==> src/rtl/mbm_seq_ctrl_pkg.sv <==
// ============================================================================
// Module   : mbm_seq_ctrl_pkg
// Purpose  : Shared constants and state encoding for the MBM sequential controller.
// Revision : 1.0 - initial release
// ============================================================================
`default_nettype none

package mbm_seq_ctrl_pkg;

  localparam int c_N      = 8;
  localparam int c_L      = 3;
  localparam int c_FRAC_W = c_N - 1;

  typedef enum logic [2:0] {
    S_IDLE  = 3'd0,
    S_LOD_A = 3'd1,
    S_LOD_B = 3'd2,
    S_CALC  = 3'd3,
    S_DONE  = 3'd4
  } state_t;

endpackage

`default_nettype wire

==> src/rtl/mbm_seq_ctrl_lod.sv <==
// ============================================================================
// Module   : mbm_seq_ctrl_lod
// Purpose  : 8-bit leading-one detector; both 0 and 1 map to position 0.
// Revision : 1.0 - initial release
// ============================================================================
`default_nettype none

module mbm_seq_ctrl_lod
  import mbm_seq_ctrl_pkg::*;
(
  input  logic [c_N-1:0] i_d,
  output logic [c_L-1:0] o_k
);

  // Ascending scan: the highest set bit wins.
  always_comb begin
    o_k = '0;
    for (int i = 0; i < c_N; i++) begin
      if (i_d[i]) begin
        o_k = c_L'(i);
      end
    end
  end

endmodule

`default_nettype wire

==> src/rtl/mbm_seq_ctrl.sv <==
// ============================================================================
// Module   : mbm_seq_ctrl
// Purpose  : Mitchell multiplier controller sharing one LOD across both operands.
// Revision : 1.0 - initial release
// ============================================================================
`default_nettype none

module mbm_seq_ctrl
  import mbm_seq_ctrl_pkg::*;
#(
  parameter int N = c_N,
  parameter int L = c_L
) (
  input  logic           clk,
  input  logic           rst_n,
  input  logic           i_in_valid,
  output logic           o_in_ready,
  input  logic [N-1:0]   i_a,
  input  logic [N-1:0]   i_b,
  output logic           o_out_valid,
  input  logic           i_out_ready,
  output logic [2*N-1:0] o_p,
  output logic           o_busy
);

  state_t           r_state;
  state_t           w_next;

  logic [N-1:0]     r_a;
  logic [N-1:0]     r_b;
  logic             r_z;
  logic [L-1:0]     r_k1;
  logic [L-1:0]     r_k2;
  logic [N-2:0]     r_x1;
  logic [N-2:0]     r_x2;
  logic [2*N-1:0]   r_p;

  logic [N-1:0]     w_lod_in;
  logic [L-1:0]     w_k;
  logic [N-2:0]     w_x;
  logic [N-1:0]     w_s;
  logic             w_c;
  logic [L:0]       w_e;
  logic [N-1:0]     w_m;
  logic [2*N-1:0]   w_p;

  always_ff @(posedge clk or negedge rst_n) begin
    if (!rst_n) begin
      r_state <= S_IDLE;
    end else begin
      r_state <= w_next;
    end
  end

  always_comb begin
    w_next = r_state;
    case (r_state)
      S_IDLE:  if (i_in_valid) w_next = S_LOD_A;
      S_LOD_A: w_next = S_LOD_B;
      S_LOD_B: w_next = S_CALC;
      S_CALC:  w_next = S_DONE;
      S_DONE:  if (i_out_ready) w_next = S_IDLE;
      default: w_next = S_IDLE;
    endcase
  end

  always_comb begin
    o_in_ready  = (r_state == S_IDLE);
    o_out_valid = (r_state == S_DONE);
    o_busy      = (r_state != S_IDLE);
  end

  assign o_p = r_p;

  assign w_lod_in = (r_state == S_LOD_A) ? r_a : r_b;

  mbm_seq_ctrl_lod u_lod (
    .i_d (w_lod_in),
    .o_k (w_k)
  );

  // Strip the leading one and left-align the remainder as an (N-1)-bit fraction.
  assign w_x = (N-1)'((w_lod_in & ~(N'(1) << w_k)) << (L'(N - 1) - w_k));

  assign w_s = {1'b0, r_x1} + {1'b0, r_x2};
  assign w_c = w_s[N-1];
  assign w_e = (L+1)'(r_k1) + (L+1)'(r_k2) + (L+1)'(w_c);
  assign w_m = {1'b1, w_s[N-2:0]};
  assign w_p = (2*N)'(((3*N-1)'(w_m) << w_e) >> (N - 1));

  always_ff @(posedge clk or negedge rst_n) begin
    if (!rst_n) begin
      r_a  <= '0;
      r_b  <= '0;
      r_z  <= 1'b0;
      r_k1 <= '0;
      r_k2 <= '0;
      r_x1 <= '0;
      r_x2 <= '0;
      r_p  <= '0;
    end else begin
      case (r_state)
        S_IDLE: begin
          if (i_in_valid) begin
            r_a <= i_a;
            r_b <= i_b;
            r_z <= (i_a == '0) | (i_b == '0);
          end
        end
        S_LOD_A: begin
          r_k1 <= w_k;
          r_x1 <= w_x;
        end
        S_LOD_B: begin
          r_k2 <= w_k;
          r_x2 <= w_x;
        end
        S_CALC: begin
          r_p <= r_z ? '0 : w_p;
        end
        default: ;
      endcase
    end
  end

endmodule

`default_nettype wire
==> config.mk <==
export PLATFORM = sky130hd
export DESIGN_NAME = mbm_seq_ctrl
export DESIGN_NICKNAME = d
export VERILOG_FILES = /design/src/rtl/mbm_seq_ctrl_pkg.sv /design/src/rtl/mbm_seq_ctrl_lod.sv /design/src/rtl/mbm_seq_ctrl.sv
export SDC_FILE = /design/constraint.sdc
export NUM_CORES = 1
export LEC_CHECK = 0
export CELL_PAD_IN_SITES_DETAIL_PLACEMENT = 0
export CELL_PAD_IN_SITES_GLOBAL_PLACEMENT = 2
export CORE_AREA = 2 2 99 101
export DETAILED_ROUTE_END_ITERATION = 8
export DIE_AREA = 0 0 101 103
export GPL_TIMING_DRIVEN = 0
export PLACE_DENSITY_LB_ADDON = 0.08
export SKIP_CTS_REPAIR_TIMING = 1
export SLEW_MARGIN = 30
export SYNTH_ARGS = -nofsm -noshare
export SYNTH_HDL_FRONTEND = slang
export SYNTH_SLANG_ARGS = --single-unit
==> constraint.sdc <==
create_clock -name clk -period 8.9 [get_ports clk]
set_input_delay 1.78 -clock clk [delete_from_list [all_inputs] [get_ports clk]]
set_output_delay 1.78 -clock clk [all_outputs]
set_load 0.01 [all_outputs]
# ---- Yosys cells after proc, flatten, opt, wreduce, memory -nomap -nowiden
# Cells that the tools add are included.
dict set report word_totals {
  reg_bits 56
  latchBits 0
  ram_bits 0
  rom_bits 0
  in_bits 20
  out_inout_bits 19
  word_cells 43
  mem_count 0
}
dict set report classes {
  add_sub_neg 4
  n_mul 0
  n_div 0
  magnitude_cmp 0
  eq_ne 6
  shifts 3
  mux 12
  bitwise_logic 3
  n_reduce_logical 6
}
# cell n
set ops {}
lappend ops {{$shl 8x4->23} 1}
lappend ops {{$mux 3} 6}
lappend ops {{$logic_not 8->1} 2}
lappend ops {{$mux 16} 1}
lappend ops {{$pmux 3 s5} 1}
lappend ops {{$add 7x7->8} 1}
lappend ops {{$and 8x8->8} 1}
lappend ops {{$mux 8} 1}
lappend ops {{$not 8->8} 1}
lappend ops {{$shl 1x3->8 const A} 1}
lappend ops {{$shl 8x3->7} 1}
lappend ops {{$eq 3x2->1 const B} 2}
lappend ops {{$add 3x3->4} 1}
lappend ops {{$add 4x1->4} 1}
lappend ops {{$mux 2} 2}
lappend ops {{$reduce_and 2->1} 2}
lappend ops {{$eq 3x1->1 const B} 1}
lappend ops {{$eq 3x3->1 const B} 1}
lappend ops {{$logic_not 3->1} 1}
lappend ops {{$reduce_bool 3->1} 1}
lappend ops {{$sub 3x3->3 const A} 1}
lappend ops {{$ne 2x1->1 const B} 1}
lappend ops {{$ne 2x2->1 const B} 1}
lappend ops {{$mux 1} 1}
lappend ops {{$or 1x1->1} 1}

# ---- Logic depth before layout (Yosys ltp)
dict set report depth {
  ltp_word 13
  ltp_mapped 16
  depth_no_buf 14
}

# ---- By module
# From an unflattened synthesis, not the netlist that was laid out.
dict set report unflattened {
  hier_cells 371
  hier_area_um2 3498.4
}
# module instances cells_each area_each_um2 seq_area_each_um2
set by_module_without_submodules {}
lappend by_module_without_submodules {mbm_seq_ctrl 1 361 3453.3 1401.3}
lappend by_module_without_submodules {mbm_seq_ctrl_lod 1 10 45.0 0.0}

# ---- Worst setup path before layout
# Ideal clock, no wire load.
dict set report synth_path {
  kind {register to register}
  startpoint {register r_x1[3]}
  endpoint {register r_p[7] (netlist: o_p[7])}
  setup_time_ns 0.131
  t_arrival_ns 3.871
  t_required_ns 8.769
  path_slack_ns 4.898
  path_stages_with_launch 17
  n_path_buf 3
  period_less_slack_ns 4.002
  cell_sequence {dfrtp_1 -> ha_1 -> clkbuf_1 -> a21oi_1 -> o21bai_1 -> o21ai_0 -> a21oi_1 -> nor2_1 -> fa_1 -> fa_1 -> clkbuf_1 -> clkbuf_1 -> mux2i_1 -> o21ai_0 -> nand2_1 -> o311ai_0 -> or3_1}
}
dict set report synth_between {
  elab_chain_cells 4
}
# item line_no
set synth_rtl {}
lappend synth_rtl {{start: declaration} mbm_seq_ctrl.sv:34} ;# logic [N-2:0] r_x1;
lappend synth_rtl {{start signal: assignment} mbm_seq_ctrl.sv:112} ;# r_x1 <= w_x;
lappend synth_rtl {{$add 7x7->8 (*)} mbm_seq_ctrl.sv:85} ;# assign w_s = {1'b0, r_x1} + {1'b0, r_x2};
lappend synth_rtl {{$add 4x1->4} mbm_seq_ctrl.sv:87} ;# assign w_e = (L+1)'(r_k1) + (L+1)'(r_k2) + (L+1)'(w_c);
lappend synth_rtl {{$shl 8x4->23 (*)} mbm_seq_ctrl.sv:89} ;# assign w_p = (2*N)'(((3*N-1)'(w_m) << w_e) >> (N - 1));
lappend synth_rtl {{$mux 16 (*)} mbm_seq_ctrl.sv:119} ;# r_p <= r_z ? '0 : w_p;
lappend synth_rtl {{end signal: assignment} mbm_seq_ctrl.sv:119}
lappend synth_rtl {{end: declaration} mbm_seq_ctrl.sv:36} ;# logic [2*N-1:0] r_p;
# Mark *: on every way between the ends. The rest lies on a longest branch, timed or not.
# A chain may end at the register's enable or synchronous reset.

# ---- Final worst setup path
dict set report layout_path {
  startpoint {register r_x1[3]}
  endpoint {register r_p[5] (netlist: o_p[5])}
}
# The elaborated chain is that of the path after synthesis.

==> key figures <==
Place
  – DP Worst Slack: 3.95 ns
  – Final HPWL DP: between 7000 and 8000 um
  – Count of input and output buffers: 38
  – Routability cong.: around 0.80

Layout
  – Fill cells: 966
  – Share of cells above drive strength 1: 8.47%
  – Syn-to-layout area delta: 19.2%
  – Area occupied by registers: 0.00140 mm2
  – Total Nets Final: 444
  – Diodes inserted: 0
  – Footprint of the multi-input gates: 0.00191 mm2

Clock tree
  – TritonCTS clock tree: built
  – Sink Count: 56
  – Root Driver: clkbuf_8
  – Reg clk slew, reported paths: approximately 0.12 ns
  – Clock Latency Late Sink: 0.32 ns
  – CTS Buffer Depth: 2
  – TritonCTS buffer count: 5
  – H-tree levels: 2

STA
  – Final period utilization: 55.7%
  – RSZ-0062 raised after global routing: false
  – Final Worst Setup Slack: 3.94 ns
  – Post-route minimum period: 4.96 ns
  – Slew @ Worst Pin: 0.856 ns
  – Slew headroom: 42.2%
  – Max Freq: 202 MHz
  – Final Hold Violating Endpoints: 0
  – Setup violators final: 0
  – Fin Clk Skew: 0.0167 ns
  – Fin. max-slew vios: 0
  – Setup TNS: 0 ns

Synthesis
  – Post-Syn Area: 0.00345 mm2
  – Ys flop type: dfrtp_1
  – Post-synth EDFFs: 0
  – Fraction of registers with async set/reset: 100%
  – Synthesis-stage register bit count: 56
  – Post-synthesis sequential area ratio: 40.7%
  – Mean Syn Cell Area: 9.42 um2
  – Yosys warning total: 0
  – Commonest cells post-synth: dfrtp_1 (56), nand2_1 (46), nor2_1 (31), o21ai_0 (23), mux2_2 (18)
  – Synth Instances: about 370
  – Post-synth top area cell: dfrtp_1
  – Yosys top cell area share: 40.7%
  – Post-Syn Nets: 398
  – Count leader, synth: dfrtp_1
  – Largest cells by area after synthesis: dfrtp_1 (41%), mux2_2 (5.9%), nand2_1 (5.0%)
  – Cell variety after synth: 60

GRT
  – Met1 track demand over resource: between 20% and 30%
  – First-pass GRT wire length: 15,100 um
  – Total GRT Usage: 18.8%
  – Vias in the first global route: 2,861
  – GR peak layer: met2
  – Largest net degree at the start of global routing: 32
  – M2 GR Usage: 33.3%
  – Grt total ovfl: 0
  – Grt met3 use: 2.78%
  – Initial antenna violation count: 0

Critical path
  – Worst Path Max Fanout: 10
  – Crit path arrival time: 5.20 ns
  – Crit path required time: 9.15 ns
  – CP startpoint: r_x1[3]
  – Worst r2r dst: o_p[5]
  – CP Launch Type: flip-flop
  – FF-to-FF path depth: 16
  – Worst r2r src: r_x1[3]
  – Setup CP Type: reg2reg
  – Worst setup EP type: flip-flop
  – Reg2reg setup slack: 3.94 ns

Detailed routing
  – Drt via density: 5.60
  – Final wirelength: 9290 um
  – Initial drt markers: 120
  – Post-route ant nets: 0
  – Vias: 2,952
  – Drt first pass iters: 4
  – WL/cell: between 15 and 20 um
  – DRC Markers: 0

Die
  – Placement Rows: 36
  – Die area: 0.0104 mm2
  – Num ports: 39
  – Die height: ~100 um
  – Core Area: 0.00946 mm2
  – Die X: 101 um
  – Initial Utilization: 36.4%

Worst hold path
  – HP Class: reg2reg
  – Worst Hold Depth: 2
  – HP Start: r_k1[0]
  – Worst Hold Endpoint: r_k1[0]

Run status
  – Status: finished, final reports clean

Run
  – Max-Cap Viols: 0
[cell families after synthesis]
| group | Yosys count | synth area share (%) |
|---|---|---|
| XOR/XNOR | 6 | 1.52 |
| AO/OA/AOI/OAI | 106 | 22.2 |
| AND/OR/NAND/NOR | 121 | 16.6 |
| flip-flops | 56 | 40.7 |
| adder cells (fa/ha/maj) | 12 | 5.01 |
| buffers and inverters | 33 | 4.07 |
| multiplexers | 32 | 9.95 |
[per-layer routing]
layer | up-vias | wire length [um] | share of wire [%]
met1 | 1423 | 4210 | 45
met3 | 16 | 324 | 3.5
met2 | 54 | 4530 | 49
met4 | 0 | 226 | 2.4
met5 | - | 0 | 0
li1 | 1459 | - | -
[cell usage in the layout, fill, tap and decap left out, drive strengths merged, types with 3 or more instances in the layout]
| cell | netlist | routed |
|---|---|---|
| a21boi | 3 | 3 |
| nor2 | 31 | 31 |
| nor3 | 5 | 5 |
| buf | 3 | 5 |
| fa | 3 | 3 |
| nand3b | 4 | 4 |
| a21o | 6 | 6 |
| o211ai | 5 | 5 |
| mux2 | 18 | 18 |
| a211oi | 4 | 4 |
| o32ai | 3 | 3 |
| and3 | 3 | 3 |
| clkinv | 2 | 3 |
| a221oi | 5 | 5 |
| ha | 9 | 9 |
| nor4 | 5 | 5 |
| nand4 | 3 | 3 |
| o31ai | 7 | 7 |
| mux2i | 14 | 14 |
| a221o | 3 | 3 |
| a31oi | 8 | 8 |
| dfrtp | 56 | 56 |
| clkbuf | 15 | 20 |
| a22o | 4 | 4 |
| xnor2 | 4 | 4 |
| nand3 | 6 | 6 |
| nand2 | 46 | 46 |
| o311ai | 5 | 5 |
| clkdlybuf4s50 | 0 | 37 |
| or3 | 5 | 5 |
| o21ai | 23 | 23 |
| inv | 13 | 14 |
| a21oi | 12 | 12 |
[worst max-delay path by stage]
stage | to | slack [ns] | cells past startpoint
finish | o_p[5] | 3.94 | 16
global route | o_p[5] | 3.43 | 16
CTS | o_p[6] | 3.91 | 16
detailed placement | o_p[5] | 3.95 | 16
global placement | o_p[6] | 3.89 | 13
floorplan | o_p[7] | 4.90 | 16
[per-stage QoR]
step | hold WS (ns) | std cells | cell area [um2] | utilization, %
global route | 0.515 | 527 | 4110 | 43.4
detailed placement | 0.474 | 519 | 3990 | 42.2
finish | 0.492 | 527 | 4110 | 43.4
global placement | 0.465 | 518 | 3970 | 42.0
CTS | 0.500 | 527 | 4110 | 43.4
floorplan | 0.450 | 366 | 3450 | -
[worst max-delay path, stage by stage (launching register included)]
cell       delay (ns)
dfrtp_1          0.40
ha_1             0.27
clkbuf_1         0.31
a21oi_1          0.13
o21bai_1         0.31
o21ai_0          0.29
a21oi_1          0.23
nor2_1           0.07
fa_1             0.46
fa_1             0.51
clkbuf_1         0.24
clkbuf_1         0.44
nor2_1           0.11
a221oi_1         0.66
nor2_1           0.08
a211o_1          0.30
o2111ai_1        0.08
[layout make-up]
class | instances | area share (%)
Buffer | 18 | 2.04
Sequential cell | 56 | 34.1
Timing Repair Buffer | 39 | 9.68
Multi-Input combinational cell | 277 | 46.5
Inverter | 15 | 1.37
Clock inverter | 3 | 1.13
Tap cell | 114 | 3.47
Clock buffer | 5 | 1.67
[flip-flops by register name (all words and copies together), names as in the netlist]
| name | count |
|---|---|
| r_k2 | 3 |
| r_z | 1 |
| r_x1 | 7 |
| r_state | 3 |
| r_k1 | 3 |
| o_p | 16 |
| r_x2 | 7 |
| r_b | 8 |
| r_a | 8 |
Power is not shown: default switching activity piles up to over one toggle a cycle in this logic, so the estimate is an artifact.
